**config.mk**
```make
export PLATFORM = sky130hd
export DESIGN_NAME = mmio_uart_tx
export DESIGN_NICKNAME = d
export VERILOG_FILES = /design/src/rtl/mmio_uart_tx.sv
export SDC_FILE = /design/constraint.sdc
export NUM_CORES = 1
export LEC_CHECK = 0
export CORE_UTILIZATION = 48
export DETAILED_ROUTE_END_ITERATION = 12
export GPL_TIMING_DRIVEN = 0
export PLACE_DENSITY_LB_ADDON = 0.08
export SYNTH_ARGS = -nofsm -noshare
export SYNTH_HDL_FRONTEND = slang
export SYNTH_SLANG_ARGS = --single-unit
export TNS_END_PERCENT = 50
```
**constraint.sdc**
```tcl
create_clock -name clk -period 4.1 [get_ports clk]
set_clock_uncertainty 0.15 [all_clocks]
set_input_delay 0.615 -clock clk [delete_from_list [all_inputs] [get_ports clk]]
set_output_delay 0.615 -clock clk [all_outputs]
set_load 0.05 [all_outputs]
```
**src/rtl/mmio_uart_tx.sv**
```systemverilog
// mmio_uart_tx: memory-mapped UART transmitter that sits on the CPU data-memory bus.
// Stores to TXDATA push bytes into a small FIFO. The bytes are sent LSB first as 8N1 frames
// on tx. Loads return status or the baud divisor.
//
// Register window (word offsets from BASE_ADDR; addr[1:0] ignored):
//   +0 TXDATA  W: push data[7:0]            R: 0
//   +4 STATUS  R: {count[15:8], par_en[4], overflow[3], empty[2], full[1], busy[0]}
//              W: any value clears overflow
//   +8 DIV     R/W: data[15:0], clk cycles per bit (0 behaves as 1)
//   +12 and all addresses outside the window read 0 and ignore writes.
//
// Ports:
//   clk   system clock, rising edge
//   rst   asynchronous active-low reset
//   addr  byte address from the CPU data port
//   data  store data
//   we    store strobe
//   out   load data, combinational from addr
//   tx    serial line, idle high
//
// Optional build macro UART_TX_PARITY_EN: inserts an even-parity bit before the stop bit
// (8E1 frame) and sets STATUS bit4.
module mmio_uart_tx #(
   parameter logic [31:0] BASE_ADDR  = 32'h0000_1000,
   parameter int unsigned FIFO_DEPTH = 4,
   parameter logic [15:0] DIV_RESET  = 16'd16
) (
   input  logic        clk,
   input  logic        rst,
   input  logic [31:0] addr,
   input  logic [31:0] data,
   input  logic        we,
   output logic [31:0] out,
   output logic        tx
);

   localparam int unsigned PtrW = (FIFO_DEPTH > 1) ? $clog2(FIFO_DEPTH) : 1;
   localparam int unsigned CntW = $clog2(FIFO_DEPTH + 1);

`ifdef UART_TX_PARITY_EN
   typedef enum logic [2:0] {StIdle, StStart, StData, StParity, StStop} state_e;
`else
   typedef enum logic [1:0] {StIdle, StStart, StData, StStop} state_e;
`endif

   state_e            state;
   logic [7:0]        shift;
   logic [2:0]        bit_idx;
   logic [15:0]       cnt;
   logic [15:0]       period;
   logic [15:0]       div;
   logic              overflow;
`ifdef UART_TX_PARITY_EN
   logic              par;
`endif

   logic [7:0]        mem [FIFO_DEPTH];
   logic [PtrW-1:0]   wr_ptr, rd_ptr;
   logic [CntW-1:0]   count;

   // Register decode
   logic hit, sel_txd, sel_stat, sel_div;
   assign hit      = addr[31:4] == BASE_ADDR[31:4];
   assign sel_txd  = hit && (addr[3:2] == 2'd0);
   assign sel_stat = hit && (addr[3:2] == 2'd1);
   assign sel_div  = hit && (addr[3:2] == 2'd2);

   logic unused_bits;
   assign unused_bits = ^{addr[1:0], data[31:16]};

   logic full, empty, bit_end, pop, push, ovf_set, wr_txd;
   logic [7:0]  head;
   logic [15:0] p_next;

   assign full    = count == CntW'(FIFO_DEPTH);
   assign empty   = count == '0;
   assign bit_end = cnt == (period - 16'd1);
   assign head    = mem[rd_ptr];
   assign p_next  = (div == 16'd0) ? 16'd1 : div;

   // The FSM pops from IDLE, or at the end of a stop bit so frames run back to back.
   assign pop     = !empty && ((state == StIdle) || ((state == StStop) && bit_end));
   assign wr_txd  = we && sel_txd;
   // A pop in the same cycle frees a slot, so a push into a full FIFO still lands.
   assign push    = wr_txd && (!full || pop);
   assign ovf_set = wr_txd && full && !pop;

   // FIFO pointers and occupancy
   always_ff @(posedge clk or negedge rst) begin
      if (!rst) begin
         wr_ptr <= '0;
         rd_ptr <= '0;
         count  <= '0;
      end else begin
         if (push) wr_ptr <= wr_ptr + PtrW'(1);
         if (pop)  rd_ptr <= rd_ptr + PtrW'(1);
         count <= count + CntW'(push) - CntW'(pop);
      end
   end

   // FIFO storage needs no reset; count gates every read.
   always_ff @(posedge clk) begin
      if (push) mem[wr_ptr] <= data[7:0];
   end

   // Divisor and sticky overflow
   always_ff @(posedge clk or negedge rst) begin
      if (!rst) begin
         div      <= DIV_RESET;
         overflow <= 1'b0;
      end else begin
         if (we && sel_div) div <= data[15:0];
         if (we && sel_stat)  overflow <= 1'b0;
         else if (ovf_set)    overflow <= 1'b1;
      end
   end

   // Transmit FSM; tx is registered so it changes only on clock edges (or reset).
   always_ff @(posedge clk or negedge rst) begin
      if (!rst) begin
         state   <= StIdle;
         tx      <= 1'b1;
         shift   <= 8'd0;
         bit_idx <= 3'd0;
         cnt     <= 16'd0;
         period  <= 16'd1;
`ifdef UART_TX_PARITY_EN
         par     <= 1'b0;
`endif
      end else begin
         case (state)
            StIdle: begin
               if (pop) begin
                  state  <= StStart;
                  tx     <= 1'b0;
                  shift  <= head;
                  period <= p_next;
                  cnt    <= 16'd0;
`ifdef UART_TX_PARITY_EN
                  par    <= ^head;
`endif
               end
            end
            StStart: begin
               if (bit_end) begin
                  state   <= StData;
                  tx      <= shift[0];
                  cnt     <= 16'd0;
                  bit_idx <= 3'd0;
               end else begin
                  cnt <= cnt + 16'd1;
               end
            end
            StData: begin
               if (bit_end) begin
                  cnt <= 16'd0;
                  if (bit_idx == 3'd7) begin
`ifdef UART_TX_PARITY_EN
                     state <= StParity;
                     tx    <= par;
`else
                     state <= StStop;
                     tx    <= 1'b1;
`endif
                  end else begin
                     shift   <= {1'b0, shift[7:1]};
                     tx      <= shift[1];
                     bit_idx <= bit_idx + 3'd1;
                  end
               end else begin
                  cnt <= cnt + 16'd1;
               end
            end
`ifdef UART_TX_PARITY_EN
            StParity: begin
               if (bit_end) begin
                  state <= StStop;
                  tx    <= 1'b1;
                  cnt   <= 16'd0;
               end else begin
                  cnt <= cnt + 16'd1;
               end
            end
`endif
            StStop: begin
               if (bit_end) begin
                  if (pop) begin
                     state  <= StStart;
                     tx     <= 1'b0;
                     shift  <= head;
                     period <= p_next;
                     cnt    <= 16'd0;
`ifdef UART_TX_PARITY_EN
                     par    <= ^head;
`endif
                  end else begin
                     state <= StIdle;
                     tx    <= 1'b1;
                  end
               end else begin
                  cnt <= cnt + 16'd1;
               end
            end
            default: begin
               state <= StIdle;
               tx    <= 1'b1;
            end
         endcase
      end
   end

   // Load data
   logic [31:0] status;
   always_comb begin
      status       = 32'd0;
      status[0]    = state != StIdle;
      status[1]    = full;
      status[2]    = empty;
      status[3]    = overflow;
`ifdef UART_TX_PARITY_EN
      status[4]    = 1'b1;
`endif
      status[15:8] = 8'(count);
   end

   always_comb begin
      out = 32'd0;
      if (sel_stat)     out = status;
      else if (sel_div) out = {16'd0, div};
   end

endmodule

```
==> key figures <==
Global routing
  • Wire length of the first global-routing pass: 19,800 um
  • Global-route total usage across every layer: 22.1%
  • Met1 Usage GRT: 30.5%
  • Via count of the first global-routing pass: 3,983
  • Leftover overflow at the end of global routing: 0
  • Initial antenna violation count: 0
  • Met2 GRT Util: about a third
  • Largest net degree at the start of global routing: slightly above 70
  • Most congested layer reported by global routing: met2
  • Global routing usage on met3: about 3%

Clocking
  • H-tree depth reported by CTS: 3
  • Root Buffer Master: clkbuf_16
  • Maximum buffer depth of the clock tree: 2
  • Clk_lat worst skew: 0.35 ns
  • TritonCTS clock tree: yes
  • Number of clock sinks: 102
  • Clk pin slew, worst setup/hold paths: 0.06 ns
  • Count of hold-fix buffers inserted at cts: 0
  • Inserted Clock Buffers: 9

Logic synthesis
  • Register area share after synthesis: between 40% and 50%
  • Dominant cell type by area after synthesis: dfrtp_1
  • Share of Yosys cell area claimed by the top area cell type: 30.0%
  • Cell Area, Synth: 5580 um2
  • Mean Syn Cell Area: 11.3 um2
  • Commonest register cell after synthesis: dfrtp_1
  • Top cells by area, synth: dfrtp_1 30%, edfxtp_1 17%, mux2_2 5.4%
  • Share of synthesized registers carrying an async set or reset: 68.6%
  • Cell with the most instances after synthesis: dfrtp_1
  • Number of flops mapped to enable cells by yosys: 32
  • Cell count after synthesis: 492
  • Yosys warning total: 0
  • Number of library cell types mapped by synthesis: 67
  • Synth top cells by count: 67 x dfrtp_1, 51 x nand2_1, 33 x inv_1, 32 x edfxtp_1, 27 x mux2_2
  • Synthesized flop and latch total: ~100

Route
  • Initial drt markers: ~210
  • Vias per cell: 5.58
  • Number of antenna-violating nets in the routed design: 0
  • Number of iterations in the first detailed-routing pass: 5
  • Routed WL: between 10,000 and 15,000 um
  • Vias post-DR: 4,105
  • Number of design rule violations left after detail routing: 0
  • WL/cell: about 17 um

Critical path
  • Arrival time worst endpoint: 4.09 ns
  • Maximum fanout along the worst path: 7
  • Critical-path cell list: inv_1 -> ha_2 -> or3b_2 -> nor2_1 -> nand3b_1 -> a311o_2 -> a2111oi_4 -> a21o_1 -> o21a_4 -> mux2_2 -> ha_1 -> inv_1 -> fa_1 -> xnor2_1 -> xnor2_1
  • Worst Path Required: 4.17 ns
  • Critical path's largest stage delay: between 0.5 and 0.6 ns
  • Critical-path cell with the highest stage delay: or3b_2
  • Type of destination of the critical path: flip-flop
  • Startpoint type of the worst setup path: flip-flop
  • Kind of critical path: flip-flop to flip-flop

Die
  • Total Die Area: about 12,000 um2
  • Height of the chip: 110 um
  • Width of the chip: 110 um
  • Number of placed I/O pins: 100
  • Starting utilization of the core area: 49.1%
  • Placement Rows: 39
  • Core region area: ~11,000 um2

STA
  • Post-route minimum period: 4.02 ns
  • Count of final setup violators: 0
  • Setup repair after global routing missed its margin: yes
  • Rel. slew slack: 41.1%
  • Worst slew pin tran: 0.883 ns
  • Hold Violations, Final: 0
  • Final worst setup slack: 0.0795 ns
  • Setup total negative slack: 0 ns
  • Achievable frequency: 249 MHz
  • Final period utilization: 98.1%
  • Total count of max-transition violations in the final report: 0

Layout
  • Layout overhead on the synthesized area: 22.9%
  • Diodes inserted: 0
  • Fill cell count: between 900 and 1,000
  • Net count reported at finish: 670
  • Fraction of final layout cells sized beyond drive strength 1: 20.6%
  • Final design utilization: 60.3%

Worst hold path
  • Path type of the worst min-delay path: input port to asynchronous set/reset pin

Placement
  • Port Buffers: 65
  • Placed wire-length estimate after detailed placement: around 8900 um
  • Placement Setup Slack: -0.617 ns
  • Final weighted congestion of routability-driven global placement: roughly 0.83

Job
  • Number of maximum-capacitance constraint violations: 0

Power
  • Leakage Power: ~3.1 nW
  • Largest voltage drop on the vdd net: 0.000175 V
  • Overall power after layout: 2.09 mW
  • Power Density: 305 nW/um2

Run status
  • Outcome: completed
[worst max-delay path: cells and delay by family (launching register included)]
kind,cells,cell delay (ns)
XOR/XNOR,2,0.27
AND/OR/NAND/NOR,3,0.84
multiplexers,1,0.16
flip-flops,1,0.44
buffers and inverters,2,0.13
AO/OA/AOI/OAI,4,1.18
adder cells (fa/ha/maj),3,0.73
[area by class of cell]
class | count | area (um2) | area share [%]
sequential | 102 | 2720 | 39.6
multi-input combinational | 334 | 2650 | 38.7
timing repair buffer | 70 | 658 | 9.59
clock buffer | 13 | 272 | 3.96
buffer | 38 | 235 | 3.43
tap | 143 | 179 | 2.61
inverter | 33 | 124 | 1.81
clock inverter | 3 | 23.8 | 0.347
[layer usage]
metal	up-vias	routed length [um]	share of wire, %
met1	2013	5670	46
met3	17	559	4.6
met4	0	246	2.0
li1	1955	-	-
met2	120	5810	47
met5	-	0	0
[cells by family (layout without fill, tap and decap cells)]
family                   count (synthesis)  after routing  synth area share [%]
AO/OA/AOI/OAI                           67             67                  9.95
XOR/XNOR                                24             24                  3.76
adder cells (fa/ha/maj)                 15             15                  3.50
buffers and inverters                   71            157                  6.43
flip-flops                             102            102                  48.6
multiplexers                            50             50                  12.1
other                                    1             16                0.0672
AND/OR/NAND/NOR                        162            162                  15.5
[through the flow]
step | cell area, um2 | hold WS, ns | cells
2_1_floorplan | 5640 | 0.169 | 507
3_3_place_gp | 6470 | 0.314 | 715
3_5_place_dp | 6470 | 0.319 | 715
4_1_cts | 6810 | 0.276 | 732
5_1_grt | 6860 | 0.328 | 736
6_report | 6860 | 0.238 | 736
[worst paths after layout]
| kind | from | end | slack, ns | cells after the start |
|---|---|---|---|---|
| max | period[1] | count[2] | 0.08 | 15 |
| max reg2reg | period[1] | count[2] | 0.08 | 15 |
| min in group clk | tx | tx | 0.32 | 2 |
| max in group asynchronous | rst | div[15] | 2.99 | 1 |
| min | rst | shift[5] | 0.24 | 1 |
| min reg2reg | tx | tx | 0.32 | 2 |
[placed cells by master, fill, tap and decap left out, types with 12 or more instances in the layout]
cell type	n
and2_1	16
buf_4	22
clkbuf_1	13
clkdlybuf4s50_1	49
conb_1	16
dfrtp_1	67
edfxtp_1	32
ha_1	13
inv_1	33
mux2_2	27
nand2_1	51
nor2_1	12
nor3_1	14
o221ai_1	13
or3_1	19
xnor2_1	14
[repair_timing]
item	CTS	global route
buffers inserted	1	4
hold endpoints to repair	0	0
gates resized for setup	18	32
pin swaps	1	4
setup endpoints to repair	36	17
[registers in the layout, indices dropped and copies added, names as in the netlist]
signal,flops
mem,32
cnt,16
div,16
period,16
shift,8
bit_idx,3
count,3
rd_ptr,2
state,2
wr_ptr,2
overflow,1
tx,1
[power by group]
group	total (mW)	switching (mW)	internal, mW
Sequential	1.10	0.0206	1.08
Combinational	0.154	0.0668	0.0873
Clock	0.839	0.371	0.468
Total	2.09	0.459	1.63
Note: power is estimated with default switching activity, not from simulation.
